<file path="config.mk">
export PLATFORM = sky130hd
export DESIGN_NAME = qspi_host_txn
export DESIGN_NICKNAME = d
export VERILOG_FILES = /design/src/rtl/qspi_host_txn.sv
export SDC_FILE = /design/constraint.sdc
export NUM_CORES = 1
export LEC_CHECK = 0
export CORE_ASPECT_RATIO = 1.2
export CORE_MARGIN = 2
export CORE_UTILIZATION = 35
export CTS_CLUSTER_SIZE = 28
export DETAILED_ROUTE_END_ITERATION = 10
export PLACE_DENSITY = 0.54
export SLEW_MARGIN = 20
export SYNTH_ARGS = -nofsm -noshare
export SYNTH_HDL_FRONTEND = slang
export SYNTH_SLANG_ARGS = --single-unit
</file>
<file path="constraint.sdc">
create_clock -name clk_i -period 3.9 [get_ports clk_i]
set_input_delay 1.17 -clock clk_i [delete_from_list [all_inputs] [get_ports clk_i]]
set_output_delay 1.17 -clock clk_i [all_outputs]
set_load 0.05 [all_outputs]
</file>
<file path="src/rtl/qspi_host_txn.sv">
// QSPI host: one request -> one mode-0 frame (CMD, quad ADDR, quad WAIT on reads, quad DATA).
// Define QSPI_HOST_CMD_QUAD_EN to send the command byte as two nibbles on IO[3:0].
module qspi_host_txn #(
  parameter int SPICMDBITS    = 8,
  parameter int SPIADDRBITS   = 32,
  parameter int SPIDATABITS   = 32,
  parameter int SPIWAITCYCLES = 8,
  parameter int CEHIGHCYC     = 2
) (
  input  logic                   clk_i,
  input  logic                   reset_ni,
  input  logic                   req_valid_i,
  output logic                   req_ready_o,
  input  logic                   req_we_i,
  input  logic [7:0]             req_cmd_i,
  input  logic [SPIADDRBITS-1:0] req_addr_i,
  input  logic [SPIDATABITS-1:0] req_wdata_i,
  output logic                   resp_valid_o,
  output logic [SPIDATABITS-1:0] resp_rdata_o,
  output logic                   busy_o,
  output logic                   sck_o,
  output logic                   ce_no,
  output logic [3:0]             io_o,
  output logic [3:0]             io_oe_o,
  input  logic [3:0]             io_i
);
`ifdef QSPI_HOST_CMD_QUAD_EN
  localparam int CMDN = SPICMDBITS / 4;
  localparam bit CMDQ = 1'b1;
`else
  localparam int CMDN = SPICMDBITS;
  localparam bit CMDQ = 1'b0;
`endif
  localparam int TXW   = SPICMDBITS + SPIADDRBITS + SPIDATABITS;
  localparam int AN    = SPIADDRBITS / 4;
  localparam int DN    = SPIDATABITS / 4;
  localparam int WN    = SPIWAITCYCLES;
  localparam int WLAST = (WN > 0) ? WN - 1 : 0;
  localparam int M1    = (CMDN > AN) ? CMDN : AN;
  localparam int M2    = (WN > DN) ? WN : DN;
  localparam int M3    = (M1 > M2) ? M1 : M2;
  localparam int MAXC  = (M3 > CEHIGHCYC) ? M3 : CEHIGHCYC;
  localparam int CW    = $clog2(MAXC + 1);

  if ((SPIADDRBITS % 4) != 0 || (SPIDATABITS % 4) != 0 || CEHIGHCYC < 1 || SPICMDBITS != 8)
  begin : g_param_err
    $error("qspi_host_txn: illegal parameter set");
  end

  typedef enum logic [2:0] {S_IDLE, S_SETUP, S_CMD, S_ADDR, S_WAIT, S_DATA, S_CEHI} state_t;

  state_t                 state_q, state_d;
  logic                   hi_q, hi_d;
  logic [CW-1:0]          cnt_q, cnt_d, last;
  logic                   we_q;
  logic [TXW-1:0]         tx_q;
  logic [SPIDATABITS-1:0] rx_q, resp_rdata_q;
  logic                   resp_valid_q;
  logic                   accept, shift, frame_end;

  assign resp_valid_o = resp_valid_q;
  assign resp_rdata_o = resp_rdata_q;

  // Bits advance at the end of each SCK high half, so IO and OE only move while SCK is low.
  always_comb begin
    state_d     = state_q;
    hi_d        = hi_q;
    cnt_d       = cnt_q;
    accept      = 1'b0;
    shift       = 1'b0;
    frame_end   = 1'b0;
    req_ready_o = (state_q == S_IDLE);
    busy_o      = (state_q != S_IDLE);
    sck_o       = 1'b0;
    ce_no       = 1'b1;
    io_o        = 4'h0;
    io_oe_o     = 4'h0;
    case (state_q)
      S_CMD:   last = CW'(CMDN - 1);
      S_ADDR:  last = CW'(AN - 1);
      default: last = CW'(WLAST);
    endcase

    case (state_q)
      S_IDLE: if (req_valid_i) begin
        accept  = 1'b1;
        state_d = S_SETUP;
      end
      S_SETUP: begin
        state_d = S_CMD;
        hi_d    = 1'b1;
        cnt_d   = '0;
      end
      S_CMD, S_ADDR, S_WAIT, S_DATA: begin
        hi_d = ~hi_q;
        if (hi_q) begin
          shift = 1'b1;
          cnt_d = cnt_q + CW'(1);
          if (state_q != S_DATA && cnt_q == last) begin
            cnt_d = '0;
            case (state_q)
              S_CMD:   state_d = S_ADDR;
              S_ADDR:  state_d = (we_q || WN == 0) ? S_DATA : S_WAIT;
              default: state_d = S_DATA;
            endcase
          end
        end else if (state_q == S_DATA && cnt_q == CW'(DN)) begin
          // trailing low half of the last data bit is over
          state_d   = S_CEHI;
          hi_d      = 1'b0;
          cnt_d     = '0;
          frame_end = 1'b1;
        end
      end
      S_CEHI: begin
        cnt_d = cnt_q + CW'(1);
        if (cnt_q == CW'(CEHIGHCYC - 1)) begin
          state_d = S_IDLE;
          cnt_d   = '0;
        end
      end
      default: state_d = S_IDLE;
    endcase

    case (state_q)
      S_SETUP, S_CMD: begin
        io_oe_o = CMDQ ? 4'hF : 4'h1;
        io_o    = CMDQ ? tx_q[TXW-1 -: 4] : {3'b000, tx_q[TXW-1]};
      end
      S_ADDR: begin
        io_oe_o = 4'hF;
        io_o    = tx_q[TXW-1 -: 4];
      end
      S_DATA: if (we_q) begin
        io_oe_o = 4'hF;
        io_o    = tx_q[TXW-1 -: 4];
      end
      default: ;
    endcase
    if (state_q inside {S_SETUP, S_CMD, S_ADDR, S_WAIT, S_DATA}) ce_no = 1'b0;
    if (state_q inside {S_CMD, S_ADDR, S_WAIT, S_DATA}) sck_o = hi_q;
  end

  always_ff @(posedge clk_i or negedge reset_ni) begin
    if (!reset_ni) begin
      state_q      <= S_IDLE;
      hi_q         <= 1'b0;
      cnt_q        <= '0;
      we_q         <= 1'b0;
      tx_q         <= '0;
      rx_q         <= '0;
      resp_valid_q <= 1'b0;
      resp_rdata_q <= '0;
    end else begin
      state_q      <= state_d;
      hi_q         <= hi_d;
      cnt_q        <= cnt_d;
      resp_valid_q <= frame_end;
      if (accept) begin
        tx_q <= {req_cmd_i, req_addr_i, req_wdata_i};
        we_q <= req_we_i;
        rx_q <= '0;
      end
      if (shift) tx_q <= (state_q == S_CMD && !CMDQ) ? (tx_q << 1) : (tx_q << 4);
      if (shift && state_q == S_DATA && !we_q) rx_q <= (rx_q << 4) | SPIDATABITS'(io_i);
      if (frame_end) resp_rdata_q <= we_q ? '0 : rx_q;
    end
  end
endmodule

</file>
==> summary.txt, run 1 <==
Route
  • DRT Wirelength: between 15000 and 20000 microns
  • Vias after detailed routing: 5570
  • DR vias/cell: 5.09
  • Max Used Layer: met4
  • Post-DR wirelength/cell: 16.3 microns
  • Met2 wire length: 8280 microns
  • DRC: 0
  • Iteration count of the initial detailed-routing pass: 4
  • Routed Antenna Nets: 0
  • M1 wire length: about 8500 microns
  • Routed wl met3: ~890 microns
  • DR iter-0 viols: 352

Yosys
  • Post-synth top area cell: dfrtp_1
  • Post-synth EDFFs: 0
  • Count leader, synth: dfrtp_1
  • Register bit total from synthesis: 146
  • Main flop type after synthesis: dfrtp_1
  • Asr flop ratio synth: 1.00
  • Register area share after synthesis: 0.456
  • Synth cell count leaders: dfrtp_1 (146), nor2_1 (75), mux2i_1 (73)
  • Synthesized cell area: 0.00802 sq mm
  • Post-Synthesis Cells: 710
  • Area contributors post-synth: dfrtp_1 (46%), a211oi_2 (10%), mux2i_1 (9.1%), a21o_1 (6.4%), nor2_1 (3.5%)
  • Cell variety after synth: 54
  • Post-synthesis net count: 796
  • Syn. warnings: 0
  • Syn_area_per_cell: 11.3 sq um
  • Yosys top cell area share: 0.456

Clock tree
  • Clk buf depth: 2
  • CTS tree: built
  • Cts bufs inserted: 17
  • CTS clock-pin slew for the worst setup and hold paths: 0.06 ns
  • CTS Sinks: 146
  • # hold bufs at CTS: 0
  • H-tree depth: 4
  • Worst-skew pair later-pin latency: 0.42 ns
  • # Post-CTS Setup Buffers: 0
  • Post-cts resize count: 0
  • Root Driver: clkbuf_16

Critical path
  • Cell family with most CP delay: flip-flops
  • R2R depth: 8
  • CP Cell Sequence: mux2_2 -> a21oi_1 -> o22ai_1 -> clkdlybuf4s50_1
  • Crit path launch type: flop
  • Critical path depth: 4
  • Slowest CP cell: dfrtp_1
  • Crit path capture: io_o[0]
  • CP startpoint: state_q[1]$_DFFE_PN0P_
  • Reg-to-reg startpoint: state_q[2]$_DFFE_PN0P_
  • Reg2Reg Setup Slack: between 0.7 and 0.8 ns
  • CP arrival: 2.55 ns
  • Crit. End Element: output pin
  • Crit path largest cell delay: 0.78 ns
  • FF-to-FF End: tx_q[13]$_DFFE_PN0P_
  • Critical-path maximum fanout: 21
  • Kind of critical path: reg -> out
  • Worst EP required: 2.73 ns
  • Worst path buffer plus inverter count: 1

Timing
  • Final period util: 0.955
  • Final Hold Violating Endpoints: 0
  • RSZ-0062 raised after global routing: no
  • Setup ws final: ~0.18 ns
  • Final Max Tran Viols: 0
  • Max Fclk: 0.268 GHz
  • Setup TNS Final: 0 ns
  • Worst-margin pin slew: 0.810 ns
  • # setup viols final: 0
  • Worst Skew: 0.00793 ns
  • Worst slew margin: 0.460
  • Tmin final: 3.72 ns

Power
  • Static Leak: about 4.3 nW
  • Cell Pwr Density: about 840 mW/mm^2
  • Seq pwr share: 0.307
  • Peak supply drop: about 0.50 mV
  • Comb pwr share: 0.502
  • Internal power: between 4 and 5 mW
  • Net Switching: 3.53 mW
  • Sw Share: 0.429
  • Tot Pwr: between 8 and 9 mW
  • Clock share of power: 0.191

GRT
  • GRT overflow: 0
  • Initial antenna violation count: 2
  • Vias in the first global route: 5805
  • Largest net degree at the start of global routing: 144
  • Gr usage total: 0.153
  • First-pass GRT wire length: between 20000 and 30000 microns

Die
  • Ports: 125
  • CORE AREA: 0.0224 sq mm
  • DIE HEIGHT: 170 microns
  • Die area: roughly 0.024 sq mm
  • Die width: 142 microns
  • Row count: 60
  • Initial core utilization: 0.357

Layout
  • Synth-to-Final Area Change: 22.5%
  • Nets: ~890
  • # diodes: 0
  • Filler cells: about 2100
  • Cell area after layout: 0.00982 sq mm
  • Ratio of cells with drive above 1 in the final layout: 0.164

Placed design
  • GP Congestion: between 0.7 and 0.8
  • Place WS: 0.617 ns
  • Post-DP HPWL: 11700 microns
  • Port bufs: 124
  • Area after DPL: 0.00925 sq mm

Run status
  • Status: completed

Hold path
  • Worst Hold Class: reg -> reg

Run
  • Max-cap violations: 0
-- power groups by stage --
stage	Combinational, mW	Sequential [mW]	Clock, mW
after global routing	4.54	2.60	1.70
after detailed placement	4.18	2.56	0
final	4.13	2.53	1.57
after CTS	4.20	2.53	1.63
after global placement	4.11	2.54	0
after floorplan	3.60	2.46	0
-- worst min path at each step --
stage	start	end	slack [ns]	cells past startpoint
3_5_place_dp	rx_q[28]$_DFFE_PN0P_	rx_q[28]$_DFFE_PN0P_	0.49	1
4_1_cts	tx_q[5]$_DFFE_PN0P_	tx_q[5]$_DFFE_PN0P_	0.51	1
2_1_floorplan	tx_q[69]$_DFFE_PN0P_	tx_q[69]$_DFFE_PN0P_	0.46	1
6_report	tx_q[5]$_DFFE_PN0P_	tx_q[5]$_DFFE_PN0P_	0.51	1
5_1_grt	tx_q[39]$_DFFE_PN0P_	tx_q[39]$_DFFE_PN0P_	0.53	1
3_3_place_gp	tx_q[26]$_DFFE_PN0P_	tx_q[26]$_DFFE_PN0P_	0.49	1
-- routing by layer --
metal	vias up	track usage
li1	2746	-
met1	2705	0.207
met2	108	0.244
met3	11	0.0435
met4	0	0.0365
met5	-	0
-- per-stage QoR --
| step | hold WS (ns) | std cells | util |
|---|---|---|---|
| floorplan | 0.464 | 710 | - |
| global placement | 0.493 | 1063 | 0.412 |
| detailed placement | 0.490 | 1063 | 0.412 |
| CTS | 0.508 | 1095 | 0.437 |
| global route | 0.527 | 1095 | 0.437 |
| finish | 0.506 | 1095 | 0.437 |
-- sequential cells by signal (all words and copies together) (netlist names) --
register,count
tx_q,72
resp_rdata_o,32
rx_q,32
cnt_q,4
state_q,3
hi_q,1
resp_valid_o,1
we_q,1
-- cell families (layout without fill, tap and decap cells) --
kind of cell / count (synthesis) / in the layout / share of synthesized area
xor gates and xnor gates: 1 / 1 / 0.00109
buffers and inverters: 101 / 207 / 0.0818
adders and majority gates: 6 / 6 / 0.00936
AOI/OAI and AO/OA: 222 / 222 / 0.244
and+or+nand+nor: 157 / 157 / 0.111
DFF: 146 / 146 / 0.456
muxes: 77 / 77 / 0.0968
-- layout by cell type, fill, tap and decap left out, drive strengths merged, types with 6 or more instances in the layout --
cell,Yosys,final
nand2,9,9
mux2i,73,73
ha,6,6
a211oi,68,68
clkdlybuf4s50,0,116
o21ai,39,39
dfrtp,146,146
clkbuf,9,20
nand3b,36,36
a22o,32,32
buf,53,20
nor2,76,76
a21o,68,68
nand3,6,6
inv,39,44
-- area by class of cell --
cell class	count	area [sq um]	share of cell area
flip-flops and latches	146	3650	0.372
multi-input cells	463	3720	0.379
clock inverters	12	121	0.0124
clock buffers	20	447	0.0455
repair buffers	136	1380	0.140
inverters	39	151	0.0154
well taps	279	349	0.0356
-- worst register-to-register path: stages (launching register included) --
cell and delay, ns:
dfrtp_1 0.69, inv_1 0.25, ha_1 0.53, or2b_4 0.25, inv_6 0.08, nor2_8 0.62
buf_12 0.38, a211oi_1 0.09, a21o_1 0.19
Power figures use the tool's default switching activity.
==> run 2: changes to the inputs <==
--- a/config.mk
+++ b/config.mk
@@ -5,6 +5,7 @@
 export SDC_FILE = /design/constraint.sdc
 export NUM_CORES = 1
 export LEC_CHECK = 0
+export CAP_MARGIN = 15
 export CORE_ASPECT_RATIO = 1.2
 export CORE_MARGIN = 2
 export CORE_UTILIZATION = 35
==> results of run 2 <==
Same layout as run 1: the final DEF is identical, and so are final timing and power.
==> run 3: changes to the inputs <==
--- a/config.mk
+++ b/config.mk
@@ -5,6 +5,7 @@
 export SDC_FILE = /design/constraint.sdc
 export NUM_CORES = 1
 export LEC_CHECK = 0
+export ABC_AREA = 1
 export CAP_MARGIN = 15
 export CORE_ASPECT_RATIO = 1.2
 export CORE_MARGIN = 2
==> run 3 against run 2 <==
  * Core utilization grew 1.1 points
  * Cell count up 22%
  * Final area is 1.9% lower
  * Setup slack better by 0.40 ns
  * Die area shrank 5.2%
  * Maximum frequency is 12% higher
  * Clock-buffer cell count fell by 2
  * Largest power group unchanged
  * Highest routed layer unchanged
==> summary.txt, run 3 <==
Yosys
  • Synthesized cell area: 0.00759 sq mm (-5.4%)
  • Post-Synthesis Cells: 954 (+34%)
  • Asr flop ratio synth: 1.00 (unchanged)
  • Synth Area in Adders: 0.00989 (+0.000530)
  • Main flop type after synthesis: dfrtp_1
  • Post-synthesis net count: 1040 (+31%)
  • Post-synth top area cell: dfrtp_1
  • Register area share after synthesis: 0.482 (+0.0258)
  • Syn. warnings: 0 (unchanged)
  • Synth cell count leaders: nand2_1 (216), dfrtp_1 (146), inv_1 (120)
  • Cell variety after synth: 29 (-46%)
  • Post-synth EDFFs: 0 (unchanged)
  • Post-synthesis mux area share: 0 (-0.0968)
  • Register bit total from synthesis: 146 (unchanged)
  • Syn_area_per_cell: 7.95 sq um (-30%)
  • Compound-Gate Fraction of Synth Area: 0.173 (-0.0705)
  • Area contributors post-synth: dfrtp_1 (48%), nand2_1 (11%), inv_1 (5.9%), nand3_1 (5.1%), a21oi_1 (4.8%)
  • Yosys top cell area share: 0.482 (+0.0258)
  • Largest family of logic cells by synthesized area: simple AND/OR/NAND/NOR gates
  • Xor/xnor share of the synthesized area: 0.00231 (+0.00122)
  • Simple-gate share of the synthesized area: 0.219 (+0.108)
  • Count leader, synth: nand2_1

Route
  • DRT Wirelength: 19200 microns (+7.9%)
  • Vias after detailed routing: 6459 (+16%)
  • DRC: 0 (unchanged)
  • Post-DR wirelength/cell: 14.4 microns (-11%)
  • DR vias/cell: 4.84 (-4.8%)
  • DR iter-0 viols: 400 (+14%)
  • Routed Antenna Nets: 0 (unchanged)
  • Iteration count of the initial detailed-routing pass: 5 (+1)

Timing
  • # setup viols final: 0 (unchanged)
  • RSZ-0062 raised after global routing: no
  • Final period util: 0.852 (-0.103)
  • Worst slew margin: 0.476 (+0.0160)
  • Worst hold slack: 0.478 ns (-0.0282 ns)
  • Tmin final: 3.32 ns (-0.401 ns)
  • Worst-margin pin slew: 0.783 ns (-0.0268 ns)
  • Final Max Tran Viols: 0 (unchanged)
  • Setup ws final: 0.577 ns (+0.401 ns)
  • Max Fclk: 0.301 GHz (+12%)
  • Setup TNS Final: 0 ns (unchanged)
  • Final Hold Violating Endpoints: 0 (unchanged)
  • Worst Skew: 0.00755 ns (-0.000379 ns)

Placed design
  • GP Congestion: 0.787 (+2.4%)
  • Cell count after placement: 1302 (+22%)
  • Place WS: 1.02 ns (+0.405 ns)
  • Port bufs: 124 (unchanged)
  • Post-DP HPWL: 12600 microns (+7.9%)
  • Area after DPL: 0.00899 sq mm (-2.9%)

Die
  • Initial core utilization: 0.353 (-0.00394)
  • Die area: 0.0229 sq mm (-5.2%)
  • Ports: 125 (unchanged)
  • CORE AREA: 0.0215 sq mm (-4.3%)
  • Die width: 138 microns (-2.6%)
  • DIE HEIGHT: 165 microns (-2.7%)
  • Row count: 59 (-1.7%)

Critical path
  • Slowest CP cell: clkdlybuf4s50_1
  • Reg-to-reg startpoint: state_q[2]$_DFFE_PN0P_
  • Reg2Reg Setup Slack: 1.22 ns (+0.50 ns)
  • CP arrival: 2.15 ns (-0.40 ns)
  • Crit path capture: ce_no
  • Crit path launch type: flop
  • Cell family with most CP delay: buffers and inverters
  • FF-to-FF End: rx_q[24]$_DFFE_PN0P_
  • Critical-path maximum fanout: 6 (-71%)
  • Worst EP required: 2.73 ns (about the same)
  • R2R depth: 8 (unchanged)
  • CP startpoint: state_q[1]$_DFFE_PN0P_
  • Crit path largest cell delay: 0.83 ns (+0.05 ns)
  • Worst path buffer plus inverter count: 2 (+1)
  • Kind of critical path: reg -> out
  • Critical path depth: 4 (unchanged)
  • CP Cell Sequence: inv_2 -> nor2_4 -> nor3b_1 -> clkdlybuf4s50_1
  • Crit. End Element: output pin

Layout
  • Nets: 1133 (+27%)
  • Most common cell after layout, fill and taps aside: nand2_1
  • Most frequent cells in the layout: nand2_1 (215), dfrtp_1 (146), inv_1 (120)
  • Cell area after layout: 0.00963 sq mm (-1.9%)
  • Top reg by flops: tx_q
  • Finished Core Util: 0.448 (+0.0108)
  • Synth-to-Final Area Change: 26.9%
  • Ratio of cells with drive above 1 in the final layout: 0.0896 (-0.0746)
  • # diodes: 0 (unchanged)
  • Largest register FFs: 72 (unchanged)
  • Filler cells: 2184 (+2.2%)
  • Layout Cells excl Fill: 1334 (+22%)

Run status
  • Status: completed

Power
  • Static Leak: 4.40 nW (+2.8%)
  • Cell Pwr Density: 790 mW/mm^2 (-5.8%)
  • Tot Pwr: 7.61 mW (-7.6%)
  • Peak supply drop: 0.467 mV (-7.4%)

Clock tree
  • CTS tree: built
  • Cts bufs inserted: 17 (unchanged)
  • CTS Sinks: 146 (unchanged)
  • CTS clock-pin slew for the worst setup and hold paths: 0.06 ns (about the same)
  • Root Driver: clkbuf_16
  • Post-cts resize count: 0 (unchanged)
  • # Post-CTS Setup Buffers: 0 (unchanged)
  • Worst-skew pair later-pin latency: 0.42 ns (about the same)
  • # hold bufs at CTS: 0 (unchanged)
  • Clk buf depth: 2 (unchanged)
  • H-tree depth: 4 (unchanged)

Run
  • Max-cap violations: 0 (unchanged)

GRT
  • Initial antenna violation count: 0 (-2)
  • Gr usage total: 0.174 (+0.0209)
  • GRT overflow: 0 (unchanged)
  • Largest net degree at the start of global routing: 73 (-49%)
  • First-pass GRT wire length: 32400 microns (+9.1%)
  • Vias in the first global route: 6402 (+10%)

Hold path
  • Hold Path Depth: 2 (+1)
  • Worst Hold Class: reg -> reg
[run 3: cell types whose count changed in the layout (fill, tap and decap cells not counted), sizes merged, moves of 73 or more]
cell / delta
nand2: +211
inv: +85
nand3: +75
mux2i: -73
[run 3: layout make-up]
type                       instances  area [sq um]  share of cell area
multi-input combinational        618          3070               0.319
sequential                       146          3650               0.379
inverter                         127           477              0.0495
tap                              274           343              0.0356
clock inverter                    14           204              0.0212
clock buffer                      18           439              0.0456
timing repair buffer             137          1440               0.150
[run 3: logic make-up after synthesis]
logic type	count (synthesis)
simple gates	395
compound gates	215
buf+inv	190
flops	146
fa+ha+maj	6
xor+xnor	2
[run 3: power breakdown]
part / switching, mW / internal (mW) / total (mW)
Combinational: 2.38 / 1.22 / 3.59
Clock: 0.678 / 1.10 / 1.78
Sequential: 0.249 / 1.99 / 2.24
Total: 3.30 / 4.30 / 7.61
[run 3: worst min-delay path by stage]
stage,start,to,slack [ns]
2_1_floorplan,rx_q[31]$_DFFE_PN0P_,rx_q[31]$_DFFE_PN0P_,0.49
3_3_place_gp,resp_rdata_o[7]$_DFFE_PN0P_,resp_rdata_o[7]$_DFFE_PN0P_,0.46
3_5_place_dp,resp_rdata_o[9]$_DFFE_PN0P_,resp_rdata_o[9]$_DFFE_PN0P_,0.47
4_1_cts,resp_rdata_o[9]$_DFFE_PN0P_,resp_rdata_o[9]$_DFFE_PN0P_,0.48
5_1_grt,resp_rdata_o[9]$_DFFE_PN0P_,resp_rdata_o[9]$_DFFE_PN0P_,0.50
6_report,resp_rdata_o[9]$_DFFE_PN0P_,resp_rdata_o[9]$_DFFE_PN0P_,0.48
[run 3: worst reg2reg max path: stages, from the launching register on]
cell and delay [ns]:
dfrtp_1 0.54, inv_2 0.11, ha_1 0.38, nor2_4 0.20, buf_4 0.38, nand3_2 0.11
buf_4 0.27, nand2_4 0.38, o22ai_1 0.15
[run 3: layer usage]
| metal | vias up | GRT usage | wire length, microns | part of all wire |
|---|---|---|---|---|
| li1 | 3265 | - | - | - |
| met1 | 3033 | 0.236 | 9080 | 0.47 |
| met2 | 142 | 0.286 | 9240 | 0.48 |
| met3 | 19 | 0.0317 | 693 | 0.036 |
| met4 | 0 | 0.0543 | 229 | 0.012 |
| met5 | - | 0 | 0 | 0 |
